<file path="src/rtl/oerv_immdec_p.sv">
// rtl/oerv_immdec_p.sv - RISC-V immediate decoder delivering the immediate LSB-first in W-bit beats
//
// Ports:
//   i_clk        clock, all state on rising edge
//   i_rst        synchronous active-high reset
//   i_wb_en      fetch acknowledge, loads a new instruction
//   i_wb_rdt     fetched instruction bits [31:7]
//   i_imm_type   0=I 1=S 2=B 3=U 4=J 5=CSR uimm, 6/7 reserved (zero)
//   i_cnt_en     advance to the next immediate beat
//   o_imm        current W-bit beat of the immediate
//   o_rd_addr    rd field
//   o_rs1_addr   rs1 field
//   o_rs2_addr   rs2 field
//   o_valid      immediate loaded and not yet fully delivered
//   o_last       current beat is the final one
module oerv_immdec_p #(
  parameter int W = 8
) (
  input  logic         i_clk,
  input  logic         i_rst,
  input  logic         i_wb_en,
  input  logic [31:7]  i_wb_rdt,
  input  logic [2:0]   i_imm_type,
  input  logic         i_cnt_en,
  output logic [W-1:0] o_imm,
  output logic [4:0]   o_rd_addr,
  output logic [4:0]   o_rs1_addr,
  output logic [4:0]   o_rs2_addr,
  output logic         o_valid,
  output logic         o_last
);

  localparam int BEATS = 32 / W;
  localparam int CW    = (BEATS > 1) ? $clog2(BEATS) : 1;

  localparam logic [2:0] T_I   = 3'd0;
  localparam logic [2:0] T_S   = 3'd1;
  localparam logic [2:0] T_B   = 3'd2;
  localparam logic [2:0] T_U   = 3'd3;
  localparam logic [2:0] T_J   = 3'd4;
  localparam logic [2:0] T_CSR = 3'd5;

  generate
    if (!(W == 1 || W == 2 || W == 4 || W == 8 || W == 16 || W == 32)) begin : g_bad_w
      $error("oerv_immdec_p: W must be 1, 2, 4, 8, 16 or 32");
    end
  endgenerate

  logic [31:0]   imm_q, imm_d;
  logic          f_q, f_d;
  logic [CW-1:0] cnt_q, cnt_d;
  logic          valid_q, valid_d;
  logic [4:0]    rd_q, rd_d;
  logic [4:0]    rs1_q, rs1_d;
  logic [4:0]    rs2_q, rs2_d;

  logic [31:0]   load_imm;
  logic          load_f;
  logic [31:0]   shifted_imm;
  logic          last;

  assign last = valid_q && (cnt_q == CW'(BEATS - 1));

  // With W=32 there is nothing left to shift in from IMM; the word becomes all fill.
  generate
    if (W == 32) begin : g_shift_full
      assign shifted_imm = {32{f_q}};
    end else begin : g_shift_part
      assign shifted_imm = {{W{f_q}}, imm_q[31:W]};
    end
  endgenerate

  always_comb begin
    load_imm = 32'd0;
    load_f   = 1'b0;
    case (i_imm_type)
      T_I: begin
        load_imm = {{20{i_wb_rdt[31]}}, i_wb_rdt[31:20]};
        load_f   = i_wb_rdt[31];
      end
      T_S: begin
        load_imm = {{20{i_wb_rdt[31]}}, i_wb_rdt[31:25], i_wb_rdt[11:7]};
        load_f   = i_wb_rdt[31];
      end
      T_B: begin
        load_imm = {{19{i_wb_rdt[31]}}, i_wb_rdt[31], i_wb_rdt[7],
                    i_wb_rdt[30:25], i_wb_rdt[11:8], 1'b0};
        load_f   = i_wb_rdt[31];
      end
      T_U: begin
        load_imm = {i_wb_rdt[31:12], 12'd0};
      end
      T_J: begin
        load_imm = {{11{i_wb_rdt[31]}}, i_wb_rdt[31], i_wb_rdt[19:12],
                    i_wb_rdt[20], i_wb_rdt[30:21], 1'b0};
        load_f   = i_wb_rdt[31];
      end
      T_CSR: begin
        load_imm = {27'd0, i_wb_rdt[19:15]};
      end
      default: begin
        load_imm = 32'd0;
      end
    endcase
  end

  always_comb begin
    imm_d   = imm_q;
    f_d     = f_q;
    cnt_d   = cnt_q;
    valid_d = valid_q;
    rd_d    = rd_q;
    rs1_d   = rs1_q;
    rs2_d   = rs2_q;
    if (i_wb_en) begin
      // A load wins over a simultaneous beat advance.
      imm_d   = load_imm;
      f_d     = load_f;
      cnt_d   = '0;
      valid_d = 1'b1;
      rd_d    = i_wb_rdt[11:7];
      rs1_d   = i_wb_rdt[19:15];
      rs2_d   = i_wb_rdt[24:20];
    end else if (i_cnt_en && valid_q) begin
      imm_d = shifted_imm;
      if (last) begin
        cnt_d   = '0;
        valid_d = 1'b0;
      end else begin
        cnt_d = cnt_q + 1'b1;
      end
    end
  end

  always_ff @(posedge i_clk) begin
    if (i_rst) begin
      imm_q   <= 32'd0;
      f_q     <= 1'b0;
      cnt_q   <= '0;
      valid_q <= 1'b0;
      rd_q    <= 5'd0;
      rs1_q   <= 5'd0;
      rs2_q   <= 5'd0;
    end else begin
      imm_q   <= imm_d;
      f_q     <= f_d;
      cnt_q   <= cnt_d;
      valid_q <= valid_d;
      rd_q    <= rd_d;
      rs1_q   <= rs1_d;
      rs2_q   <= rs2_d;
    end
  end

  assign o_imm      = imm_q[W-1:0];
  assign o_rd_addr  = rd_q;
  assign o_rs1_addr = rs1_q;
  assign o_rs2_addr = rs2_q;
  assign o_valid    = valid_q;
  assign o_last     = last;

endmodule

</file>
<file path="config.mk">
export PLATFORM = sky130hd
export DESIGN_NAME = oerv_immdec_p
export DESIGN_NICKNAME = d
export VERILOG_FILES = /design/src/rtl/oerv_immdec_p.sv
export SDC_FILE = /design/constraint.sdc
export NUM_CORES = 1
export LEC_CHECK = 0
export ABC_CLOCK_PERIOD_IN_PS = 1700
export BUFFER_PORTS_ARGS = -buffer_cell sky130_fd_sc_hd__buf_2
export CORE_UTILIZATION = 30
export DETAILED_ROUTE_END_ITERATION = 8
export SLEW_MARGIN = 20
export SYNTH_ARGS = -nofsm -noshare
export SYNTH_HDL_FRONTEND = slang
export SYNTH_SLANG_ARGS = --single-unit
</file>
<file path="constraint.sdc">
create_clock -name i_clk -period 1.7 [get_ports i_clk]
set_clock_uncertainty 0.1 [all_clocks]
set_input_delay 0.34 -clock i_clk [delete_from_list [all_inputs] [get_ports i_clk]]
set_output_delay 0.34 -clock i_clk [all_outputs]
set_load 0.02 [all_outputs]
</file>
==> impl_results.md <==
* Drt first-iter violations at 96
* Unique masters post-synth at 39
* Synth Net Count at 298
* Placer Congestion at 0.8344
* Hold_buf cts at 0
* Nets at 346
* Final worst-path cycle share at 0.9340
* Via density per instance at 5.171
* Crit end category: output port
* Share of cells above drive strength 1 at 0.3217
* Syn Area/Cell at 9.415 um^2
* Root Buffer: clkbuf_8
* TritonCTS buffer count at 5
* Synth warn at 0
* Area grow syn2layout at 19.76%
* Max-slew violations at 0
* Hold_ws at 0.1600 ns
* CTS H-tree lvls at 2
* Final setup margin at 0.1121 ns
* Reg2reg start: o_valid$_SDFFE_PP0P_
* Minimum clock period at 1.588 ns
* Share of the synthesized area in the top cell type at 0.4092
* Post-Place Setup Slack at 0.08489 ns
* Clk_lat worst skew at 0.31 ns
* Crit path max-delay cell type: dfxtp_2
* Reg2reg end: imm_q[8]$_SDFFE_PP0P_
* Clock-pin slew on the worst setup and hold paths at 0.09 ns
* Register area share after synthesis at 0.4092
* Die area at 8685 um^2
* Final setup fails at 0
* Setup CP Type: reg -> out
* Hold Path End: imm_q[9]$_SDFFE_PP0P_
* Post-synth top area cell: dfxtp_1
* Initial Utilization at 0.3163
* Leakage at 1.280 nW
* Synth Instances at 265
* Commonest cells after routing, fill and taps aside: buf_2, dfxtp_1, mux2i_1
* Slew headroom at 0.6263
* Post-Route WL at 6686 um
* Hold Path Stages at 2
* Hold_sp: i_wb_rdt[29]
* Fmax at 0.6298 GHz
* CTS tree: built
* Final Util at 0.3788
* Overflow after GRT at 0
* Synthesized area at 2495 um^2
* Die Span X at 93.20 um
* First-pass GRT wire length at 10870 um
* Arrival @ worst endpoint at 1.15 ns
* Power Density at 879.0 nW/um^2
* Asr flop ratio synth at 0
* Hold crit path type: in -> reg
* Synth Flop Type: dfxtp_1
* Post-route ant nets at 0
* Via count at 2151
* Core area at 7888 um^2
* Die Y at 93.20 um
* Max_cap viols at 0
* Hold Vio Cnt, Final at 0
* RSZ-0062 raised after global routing: no
* FF/Latch Area at 1022 um^2
* R2R cell count at 5
* Cells along the critical path: ha_2 -> and2_1 -> buf_2
* DR pass1 iterations at 5
* Filler Cells Inserted at 826
* Initial antenna violation count at 0
* Slowest stage delay, CP at 0.34 ns
* VDD IR-drop max at 0.3308 mV
* Status: finished, final reports clean
* Vias in the first global route at 2090
* Io pins at 57
* Hpwl dp at 5048 um
* Drt wl/cell at 16.07 um
* Port bufs at 56
* CTS Buffer Depth at 2
* Worst slew pin tran at 0.5594 ns
* Seq cells post-synth at 51
* Worst Setup Start Kind: flop
* Top post-synthesis cells by area: dfxtp_1, mux2i_1, a211oi_1
* TNS Setup at 0 ns
* Overall Global Routing Usage at 0.1603
* Critical Path RT at 1.26 ns
* Multi-input gate area at 1285 um^2
* Clk sink count at 51
* CP max FO at 3
* EDFF count, synth at 0
* # diodes at 0
* Commonest non-fill, non-tap cell in the layout: buf_2
* Cell row count at 32
* Pin count of the biggest net entering global routing at 20
* DRC violations left at 0
* Reg2reg setup slack at 0.20 ns
-- layer usage --
metal | routed length (um) | global-route usage | share of wire | vias to the layer above
li1 | - | - | - | 1060
met1 | 3317 | 0.2285 | 0.50 | 1020
met2 | 2912 | 0.2390 | 0.44 | 61
met3 | 324 | 0.03577 | 0.048 | 10
met4 | 131 | 0.05000 | 0.020 | 0
met5 | 0 | 0 | 0 | -
-- sequential cells by signal, summed over array words and instances, names as in the netlist --
| register | count |
|---|---|
| cnt_q | 2 |
| f_q | 1 |
| imm_q | 32 |
| o_rd_addr | 5 |
| o_rs1_addr | 5 |
| o_rs2_addr | 5 |
| o_valid | 1 |
-- how the worst max path moves through the flow --
stage,start,to,depth (start not counted)
floorplan,o_valid$_SDFFE_PP0P_,o_last,3
global placement,i_imm_type[1],imm_q[9]$_SDFFE_PP0P_,5
detailed placement,i_imm_type[0],imm_q[20]$_SDFFE_PP0P_,4
CTS,cnt_q[0]$_SDFFE_PP0P_,o_last,3
global route,cnt_q[0]$_SDFFE_PP0P_,o_last,3
finish,cnt_q[0]$_SDFFE_PP0P_,o_last,3
-- kinds of logic after synthesis --
group | after synthesis | share of synthesized area
buffers and inverters | 33 | 0.07673
AOI/OAI and AO/OA | 74 | 0.2217
xor gates and xnor gates | 1 | 0.003511
muxes | 27 | 0.1108
and+or+nand+nor | 77 | 0.1685
DFF | 51 | 0.4092
adders and majority gates | 2 | 0.009527
-- what timing repair did --
item	4_1_cts	5_1_grt
resized for setup	0	2
endpoints found under the setup margin	0	1
buffers inserted	0	0
-- worst max-delay path, delay by kind of cell (launching register included) --
family	cells	cell delay [ns]
buffers and inverters	1	0.15
adder cells (fa/ha/maj)	1	0.21
AND/OR/NAND/NOR	1	0.15
flip-flops	1	0.34
-- power by group --
group	leakage [nW]	total [W]	internal [W]	switching [W]
clock	0.0581	0.000868	0.000439	0.000429
sequential	0.421	0.00131	0.00127	0.0000396
combinational	0.801	0.000450	0.000191	0.000259
-- metrics by stage --
step           power, W  instances  area (um^2)
2_1_floorplan  0.001630        265         2495
3_3_place_gp   0.001780        408         2872
3_5_place_dp   0.001785        408         2872
4_1_cts        0.002641        416         2984
5_1_grt        0.002741        416         2988
6_report       0.002626        416         2988
-- area by class of cell --
| cell class | count | area share |
|---|---|---|
| Timing Repair Buffer | 74 | 0.1474 |
| Clock inverter | 3 | 0.01466 |
| Multi-Input combinational cell | 181 | 0.4301 |
| Sequential cell | 51 | 0.3421 |
| Clock buffer | 5 | 0.02303 |
| Tap cell | 102 | 0.04271 |
-- cells in the mapped netlist, types with 2 or more instances --
cell type  count
nand2b_1       5
buf_4          9
a311oi_2       4
and3b_1        2
and3_1        13
mux2_2         5
nand2_1       15
o2bb2ai_1      6
nor2b_1        2
nand3_1        7
clkbuf_1       7
buf_6          2
and2_1         2
dfxtp_1       51
a21oi_1       14
o21bai_1       3
mux2i_1       22
nor2_1        20
o21ai_0       10
a221o_1        4
nor3b_2        2
a311oi_1       8
a211oi_1      21
buf_2         15
nor3_1         2
No activity file was read; power rests on OpenSTA's default activity.
